$ cat src/rtl/dout_uart_tx.sv
// UART transmitter for the core's 8-bit debug byte: queues every value change and sends it LSB first.
// Define DOUT_UART_TX_PARITY_EN to insert an even-parity bit (8E1 instead of 8N1).
module dout_uart_tx #(
    parameter int CLKS_PER_BIT = 868,
    parameter int FIFO_DEPTH   = 8
) (
    input  logic                          clk_i,
    input  logic                          rst_i,
    input  logic                          en_i,
    input  logic [7:0]                    data_i,
    output logic                          tx_o,
    output logic                          busy_o,
    output logic [$clog2(FIFO_DEPTH):0]   fifo_count_o,
    output logic                          overflow_o
);

    localparam int PW = $clog2(FIFO_DEPTH);
    localparam int TW = (CLKS_PER_BIT > 1) ? $clog2(CLKS_PER_BIT) : 1;
    localparam logic [TW-1:0] BIT_LAST  = TW'(CLKS_PER_BIT - 1);
    localparam logic [PW:0]   FIFO_FULL = (PW + 1)'(FIFO_DEPTH);

    localparam logic [2:0] S_IDLE   = 3'd0;
    localparam logic [2:0] S_START  = 3'd1;
    localparam logic [2:0] S_DATA   = 3'd2;
    localparam logic [2:0] S_STOP   = 3'd3;
`ifdef DOUT_UART_TX_PARITY_EN
    localparam logic [2:0] S_PARITY = 3'd4;
    logic                  r_parity;
`endif

    logic [7:0]    r_prev;
    logic [7:0]    r_mem [FIFO_DEPTH];
    logic [PW-1:0] r_wr_ptr;
    logic [PW-1:0] r_rd_ptr;
    logic [PW:0]   r_count;
    logic          r_overflow;
    logic [2:0]    r_state;
    logic [TW-1:0] r_timer;
    logic [2:0]    r_bit_idx;
    logic [7:0]    r_shift;
    logic          r_tx;
    logic          r_busy;

    logic          w_push_req;
    logic          w_full;
    logic          w_pop;
    logic          w_push;
    logic          w_bit_done;
    logic [7:0]    w_head;

    // Fullness uses the pre-edge count, so a same-cycle pop never rescues a push into a full FIFO.
    assign w_push_req = en_i && (data_i != r_prev);
    assign w_full     = (r_count == FIFO_FULL);
    assign w_pop      = (r_state == S_IDLE) && (r_count != '0);
    assign w_push     = w_push_req && !w_full;
    assign w_bit_done = (r_timer == BIT_LAST);
    assign w_head     = r_mem[r_rd_ptr];

    always_ff @(posedge clk_i or negedge rst_i) begin
        if (!rst_i) begin
            r_prev     <= '0;
            r_wr_ptr   <= '0;
            r_rd_ptr   <= '0;
            r_count    <= '0;
            r_overflow <= 1'b0;
        end else begin
            r_prev <= data_i;
            if (w_push) r_wr_ptr <= r_wr_ptr + PW'(1);
            if (w_pop)  r_rd_ptr <= r_rd_ptr + PW'(1);
            if (w_push_req && w_full) r_overflow <= 1'b1;
            case ({w_push, w_pop})
                2'b10:   r_count <= r_count + (PW + 1)'(1);
                2'b01:   r_count <= r_count - (PW + 1)'(1);
                default: r_count <= r_count;
            endcase
        end
    end

    always_ff @(posedge clk_i) begin
        if (w_push) r_mem[r_wr_ptr] <= data_i;
    end

    // tx is loaded on the same edge as each state change so the line is a clean register output.
    always_ff @(posedge clk_i or negedge rst_i) begin
        if (!rst_i) begin
            r_state   <= S_IDLE;
            r_timer   <= '0;
            r_bit_idx <= '0;
            r_shift   <= '0;
            r_tx      <= 1'b1;
            r_busy    <= 1'b0;
`ifdef DOUT_UART_TX_PARITY_EN
            r_parity  <= 1'b0;
`endif
        end else begin
            case (r_state)
                S_IDLE: begin
                    if (w_pop) begin
                        r_shift   <= w_head;
`ifdef DOUT_UART_TX_PARITY_EN
                        r_parity  <= ^w_head;
`endif
                        r_state   <= S_START;
                        r_timer   <= '0;
                        r_bit_idx <= '0;
                        r_tx      <= 1'b0;
                        r_busy    <= 1'b1;
                    end
                end
                S_START: begin
                    if (w_bit_done) begin
                        r_timer <= '0;
                        r_state <= S_DATA;
                        r_tx    <= r_shift[0];
                    end else begin
                        r_timer <= r_timer + TW'(1);
                    end
                end
                S_DATA: begin
                    if (w_bit_done) begin
                        r_timer <= '0;
                        if (r_bit_idx == 3'd7) begin
                            r_bit_idx <= '0;
`ifdef DOUT_UART_TX_PARITY_EN
                            r_state   <= S_PARITY;
                            r_tx      <= r_parity;
`else
                            r_state   <= S_STOP;
                            r_tx      <= 1'b1;
`endif
                        end else begin
                            r_bit_idx <= r_bit_idx + 3'd1;
                            r_shift   <= {1'b0, r_shift[7:1]};
                            r_tx      <= r_shift[1];
                        end
                    end else begin
                        r_timer <= r_timer + TW'(1);
                    end
                end
`ifdef DOUT_UART_TX_PARITY_EN
                S_PARITY: begin
                    if (w_bit_done) begin
                        r_timer <= '0;
                        r_state <= S_STOP;
                        r_tx    <= 1'b1;
                    end else begin
                        r_timer <= r_timer + TW'(1);
                    end
                end
`endif
                S_STOP: begin
                    if (w_bit_done) begin
                        r_timer <= '0;
                        r_state <= S_IDLE;
                        r_tx    <= 1'b1;
                        r_busy  <= 1'b0;
                    end else begin
                        r_timer <= r_timer + TW'(1);
                    end
                end
                default: begin
                    r_state <= S_IDLE;
                    r_timer <= '0;
                    r_tx    <= 1'b1;
                    r_busy  <= 1'b0;
                end
            endcase
        end
    end

    assign tx_o         = r_tx;
    assign busy_o       = r_busy;
    assign fifo_count_o = r_count;
    assign overflow_o   = r_overflow;

endmodule
$ cat config.mk
export PLATFORM = sky130hd
export DESIGN_NAME = dout_uart_tx
export DESIGN_NICKNAME = d
export VERILOG_FILES = /design/src/rtl/dout_uart_tx.sv
export SDC_FILE = /design/constraint.sdc
export NUM_CORES = 1
export LEC_CHECK = 0
export ABC_AREA = 1
export BUFFER_PORTS_ARGS = -buffer_cell sky130_fd_sc_hd__buf_2
export CAP_MARGIN = 20
export CORE_ASPECT_RATIO = 0.7
export CORE_MARGIN = 2
export CORE_UTILIZATION = 49
export DETAILED_ROUTE_END_ITERATION = 8
export GPL_TIMING_DRIVEN = 0
export PLACE_DENSITY = 0.68
export SLEW_MARGIN = 10
export SYNTH_ARGS = -nofsm -noshare
export SYNTH_HDL_FRONTEND = slang
export SYNTH_SLANG_ARGS = --single-unit
export TNS_END_PERCENT = 1
$ cat constraint.sdc
create_clock -name clk_i -period 5.3 [get_ports clk_i]
set_input_delay 0 -clock clk_i [delete_from_list [all_inputs] [get_ports clk_i]]
set_output_delay 0 -clock clk_i [all_outputs]
set_load 0.02 [all_outputs]
==> results of run 1 <==
cells in the final DEF, fill, tap and decap left out, types with 2 or more instances in the layout:
master and instances:
o21ai_0 16, dfrtp_1 43, nor3_1 2, nand3_1 66, nand4_1 7, nor2_1 36
o21ai_2 2, xor2_1 7, clkbuf_1 2, inv_6 3, clkinvlp_4 2, o21ai_1 6
a21oi_1 5, inv_1 25, nor2_2 2, xnor2_1 9, buf_4 2, o21bai_1 3
nand3_4 2, dlygate4sd3_1 10, edfxtp_1 64, or2_2 7, buf_2 29, nand2_1 139
ha_1 14, clkbuf_16 9
worst max-delay path by stage:
stage	slack, ns	endpoint	start	depth (start not counted)
after floorplan	3.15	fifo_count_o[2]$_DFFE_PN0P_	fifo_count_o[0]$_DFFE_PN0P_	10
after global placement	2.91	fifo_count_o[2]$_DFFE_PN0P_	r_prev[1]$_DFF_PN0_	12
after detailed placement	2.78	fifo_count_o[2]$_DFFE_PN0P_	r_prev[0]$_DFF_PN0_	12
after CTS	2.75	fifo_count_o[2]$_DFFE_PN0P_	r_prev[0]$_DFF_PN0_	12
after global routing	2.44	fifo_count_o[2]$_DFFE_PN0P_	r_prev[0]$_DFF_PN0_	12
final	2.73	fifo_count_o[2]$_DFFE_PN0P_	r_prev[0]$_DFF_PN0_	12
report_power, final:
part,leakage [nW],internal [mW],switching [mW]
combinational,1.08,0.435,0.864
clock,0.143,0.372,0.312
sequential,1.13,1.08,0.105
total,2.35,1.89,1.28
cells by family (layout without fill, tap and decap cells):
kind of cell	count (synthesis)	after routing	share of synthesized area, %
XOR/XNOR	16	16	2.86
adder cells (fa/ha/maj)	14	14	3.57
flip-flops	108	108	61.7
buffers and inverters	44	88	3.98
AND/OR/NAND/NOR	265	265	23.9
AO/OA/AOI/OAI	35	35	4.01
state kept, by name, indices dropped and copies added, names as in the netlist:
| signal | flops |
|---|---|
| r_bit_idx | 3 |
| r_shift | 8 |
| r_state | 2 |
| busy_o | 1 |
| r_rd_ptr | 3 |
| r_prev | 8 |
| r_mem | 64 |
| overflow_o | 1 |
| r_timer | 10 |
| r_wr_ptr | 3 |
| fifo_count_o | 4 |
| tx_o | 1 |
layer usage:
metal / vias to the layer above / GRT usage, % / share of wire (%)
li1: 1691 / - / -
met5: - / 0 / 0
met3: 11 / 6.58 / 8.2
met1: 1638 / 31.7 / 46
met2: 121 / 33.9 / 45
met4: 0 / 5.48 / 1.0
per-stage QoR:
stage               cell area (µm²)  util [%]  instances
floorplan                      4900         -        482
global placement               5150      52.9        627
detailed placement             5150      52.9        627
CTS                            5550      57.1        653
global route                   5570      57.3        654
finish                         5570      57.3        654
area by class of cell:
type / count / area, µm²
clock buffers: 9 / 225
plain buffers: 17 / 93.8
well taps: 128 / 160
inverters: 27 / 101
multi-input cells: 330 / 1680
clock inverters: 7 / 80.1
repair buffers: 28 / 205
fillers: 826 / 4150
flip-flops and latches: 108 / 3020
==> run summary, run 1 <==
status = complete, no violations
r2r worst-path depth = 12
largest cells by area after synthesis = edfxtp_1, dfrtp_1, nand2_1
Rows = 30
top post-synthesis cells by count = nand2_1, nand3_1, edfxtp_1
area leader, netlist = edfxtp_1
pin count of the biggest net entering global routing = 45
hold_ws = 0.117 ns
TritonCTS clock tree = built
Max VDD drop = 0.344 mV
WL/cell = 16.3 µm
ant diodes = 0
layout cells sized above 1 = 12.9%
final hold violations = 0
grt ovf = 0
final period utilization = 48.6%
First-pass DRT Iterations = 5
setup ws final = 2.73 ns
Final Setup Violations = 0
CP delay by family, top = XOR/XNOR gates
Yosys warnings = 0
Slew @ Worst Pin = 1.09 ns
Avg Cell Area, Syn = 10.2 µm²
DR iter-0 viols = 281
nets = 546
Max Slew Vio Count = 0
Pwr Total = 3.17 mW
io pins = 18
Yosys reg bits = 108
Pwr Density = 569 nW/µm²
final WL = 10700 µm
clk root buf = clkbuf_16
EDFF count, synth = 64
share of the synthesized area in the top cell type = 39.2%
Initial Util = 50.4%
Rel. slew slack = 27.3%
drt via density = 5.29
area delta synth->final = 13.7%
Final ANT Viol Nets = 0
crit path buf inv count = 1
crit path max-delay cell type = dfrtp_1
Die W = 124 µm
crit end category = flop
DIE HEIGHT = 87.7 µm
Primary FF master, synth = edfxtp_1
syn_nets = 507
Worst Hold Class = in2async
cts hold-fix bufs = 10
worst slack at placement = 2.78 ns
fmax = 388 MHz
netlist area before placement = 4900 µm²
RD Place Congestion = 0.818
min Tclk post-route = 2.57 ns
worst path cell trace = xnor2_1 -> nand2_1 -> nor2_1 -> nand2_1 -> nand3_1 -> buf_4 -> ha_1 -> xor2_1 -> ha_1 -> a21oi_1 -> xor2_1 -> o21ai_0
Clk Latency, worst-skew pair = 0.35 ns
total die area = 10800 µm²
vias = 3461
DRC = 0
number of global-route vias before repair = 3453
FF-to-FF Start = r_prev[0]$_DFF_PN0_
Resize count post-CTS = 0
RSZ-0062 raised after global routing = false
critical path required time = 5.53 ns
clock sink count = 108
Async S/R FF share, synth = 40.7%
Clk pin slew, worst setup/hold paths = 0.08 ns
CP startpoint kind = flop
RR Endpoint = fifo_count_o[2]$_DFFE_PN0P_
Mapped Cells = 482
CP max stage delay = 0.39 ns
first-pass GRT wire length = 17600 µm
Worst Path Arrival = 2.80 ns
Post-CTS Repair Setup Buffers = 0
Lkg Pwr = 2.35 nW
CP max FO = 11
Setup TNS Final = 0 ns
Num CTS Buffers = 9
GRT Util Overall = 22.2%
critical path class = reg2reg
initial antenna violation count = 0
Yosys cell types = 33
hpwl dp = 7060 µm
most common cell in the netlist = nand2_1
Port Buf Inserts = 17
clock tree buffer depth = 2
H-tree levels = 3
max_cap viols = 0
sequential area share after synthesis = 61.7%
Clock Skews = 0.00902 ns
setup slack, reg-to-reg = 2.73 ns
Core Region = 9720 µm²
Note: power is estimated with default switching activity, not from simulation.
==> inputs of run 2 (changes only) <==
- clock period: 5.3 -> 2.55 ns (I/O delays scaled with it)
==> run 2 against run 1 <==
Compared with the run above: clock-buffer cell count stayed put; non-clock buffer count is 2 higher; cell count is 0.31% higher; clock skew is 0.0021 ns lower.
==> run summary, run 2 (same netlist as run 1, synthesis figures left out) <==
DRC = 0 (unchanged)
Slew @ Worst Pin = 1.08 ns (-0.00184 ns)
Setup TNS Final = 0 ns (unchanged)
final hold violations = 0 (unchanged)
crit path max-delay cell type = dfrtp_1
Die W = 124 µm (unchanged)
first-pass GRT wire length = 17700 µm (about the same)
critical path required time = 2.78 ns (-2.75 ns)
r2r worst-path depth = 12 (unchanged)
grt ovf = 0 (unchanged)
status = complete, no violations
critical path class = reg2reg
Core Region = 9720 µm² (unchanged)
max_cap viols = 0 (unchanged)
Port Buf Inserts = 17 (unchanged)
Lkg Pwr = 2.37 nW (+0.69%)
CP startpoint kind = flop
Pwr Density = 1190 nW/µm² (+110%)
total die area = 10800 µm² (unchanged)
drt via density = 5.38 (+1.7%)
area delta synth->final = 14.6%
Clock Skews = 0.00688 ns (-0.00214 ns)
setup slack, reg-to-reg = 0.16 ns (-2.56 ns)
pin count of the biggest net entering global routing = 45 (unchanged)
Final ANT Viol Nets = 0 (unchanged)
initial antenna violation count = 0 (unchanged)
Worst Hold Class = in2async
CP max FO = 11 (unchanged)
fin cells = 656 (+0.31%)
top flop regs = r_mem (64), r_timer (10)
Max VDD drop = 0.789 mV (+130%)
hold_ws = 0.116 ns (-0.00170 ns)
Rel. slew slack = 27.4% (+0.12 points)
H-tree levels = 3 (unchanged)
Final Setup Violations = 0 (unchanged)
vias = 3530 (+2.0%)
Cells after DPL = 627 (unchanged)
Design Area, Final = 5620 µm² (+0.83%)
Most flops, register = r_mem
CP max stage delay = 0.40 ns (about the same)
Initial Util = 50.4% (unchanged)
Max Slew Vio Count = 0 (unchanged)
layout cells sized above 1 = 14.4% (+1.5 points)
final period utilization = 93.6% (+45 points)
ant diodes = 0 (unchanged)
hpwl dp = 7060 µm (unchanged)
WL/cell = 16.5 µm (+0.70%)
area occupied by multi-input gates = 1710 µm² (+1.9%)
min Tclk post-route = 2.39 ns (-0.188 ns)
Pwr Total = 6.66 mW (+110%)
most common cell after layout, fill and taps aside = nand2_1
clock sink count = 108 (unchanged)
flip-flop count of the largest register after layout = 64 (unchanged)
Sequential Area = 3020 µm² (unchanged)
final WL = 10800 µm (+1.0%)
RD Place Congestion = 0.818 (unchanged)
First-pass DRT Iterations = 5 (unchanged)
io pins = 18 (unchanged)
number of global-route vias before repair = 3452 (-0.029%)
placed cell area = 5150 µm² (unchanged)
Worst Path Arrival = 2.61 ns (-0.19 ns)
DR iter-0 viols = 301 (+7.1%)
fmax = 419 MHz (+7.9%)
worst path cell trace = xnor2_2 -> nand2_1 -> nor2_1 -> nand2_2 -> nand3_1 -> buf_4 -> ha_2 -> xor2_2 -> ha_1 -> a21oi_2 -> xor2_1 -> o21ai_0
Rows = 30 (unchanged)
Clk pin slew, worst setup/hold paths = 0.08 ns (about the same)
most frequent cells in the layout = nand2_1, nand3_1, edfxtp_1
crit end category = flop
Num CTS Buffers = 9 (unchanged)
DIE HEIGHT = 87.7 µm (unchanged)
TritonCTS clock tree = built
GRT Util Overall = 22.2% (unchanged)
Clk Latency, worst-skew pair = 0.35 ns (about the same)
nets = 548 (+0.37%)
Fillers = 822 (-0.48%)
clock tree buffer depth = 2 (unchanged)
clk root buf = clkbuf_16
run 2: cell types whose count changed in the layout (fill, tap and decap cells not counted), sizes merged:
cell,delta
buf,+2
run 2: worst paths after layout:
kind / start / endpoint
max: r_prev[6]$_DFF_PN0_ / fifo_count_o[2]$_DFFE_PN0P_
min: rst_i / r_prev[3]$_DFF_PN0_
max reg2reg: r_prev[6]$_DFF_PN0_ / fifo_count_o[2]$_DFFE_PN0P_
min reg2reg: tx_o$_DFFE_PN1P_ / tx_o$_DFFE_PN1P_
max in group asynchronous: rst_i / r_timer[2]$_DFFE_PN0P_
min in group clk_i: data_i[1] / r_wr_ptr[0]$_DFFE_PN0P_
run 2: cell type report:
class                           count  area share, %
Multi-Input combinational cell    330           30.5
Tap cell                          128           2.85
Timing Repair Buffer               30           3.92
Clock inverter                      7           1.43
Buffer                             17           1.67
Sequential cell                   108           53.8
Clock buffer                        9           4.01
Inverter                           27           1.80
run 2: through the flow:
step,utilization [%],setup slack [ns]
after detailed placement,52.9,0.0266
after global placement,52.9,0.159
final,57.8,0.164
after floorplan,-,0.402
after global routing,57.8,-0.0299
after CTS,57.1,0.00130
run 2: power breakdown:
| part | switching [mW] | leakage [nW] | internal [mW] |
|---|---|---|---|
| clock network | 0.648 | 0.143 | 0.774 |
| registers | 0.228 | 1.13 | 2.25 |
| logic | 1.81 | 1.10 | 0.948 |
| total | 2.69 | 2.37 | 3.98 |
run 2: critical path: cells and delay by family (launching register included):
family | cells | cell delay (ns)
compound gates | 2 | 0.14
xor+xnor | 3 | 0.65
fa+ha+maj | 2 | 0.44
buf+inv | 1 | 0.19
flops | 1 | 0.40
simple gates | 4 | 0.44
run 2: timing repair:
| item | CTS | global route |
|---|---|---|
| hold endpoints to repair | 119 | 0 |
| gates resized for setup | 0 | 7 |
| endpoints found under the setup margin | 0 | 3 |
| hold buffers | 10 | 0 |
| buffers inserted | 0 | 2 |
run 2: layer usage:
metal | global-route usage (%) | share of wire (%) | vias up
met3 | 6.58 | 7.5 | 14
met2 | 33.9 | 45 | 131
met1 | 31.7 | 46 | 1688
li1 | - | - | 1697
met4 | 5.48 | 1.0 | 0
met5 | 0 | 0 | -
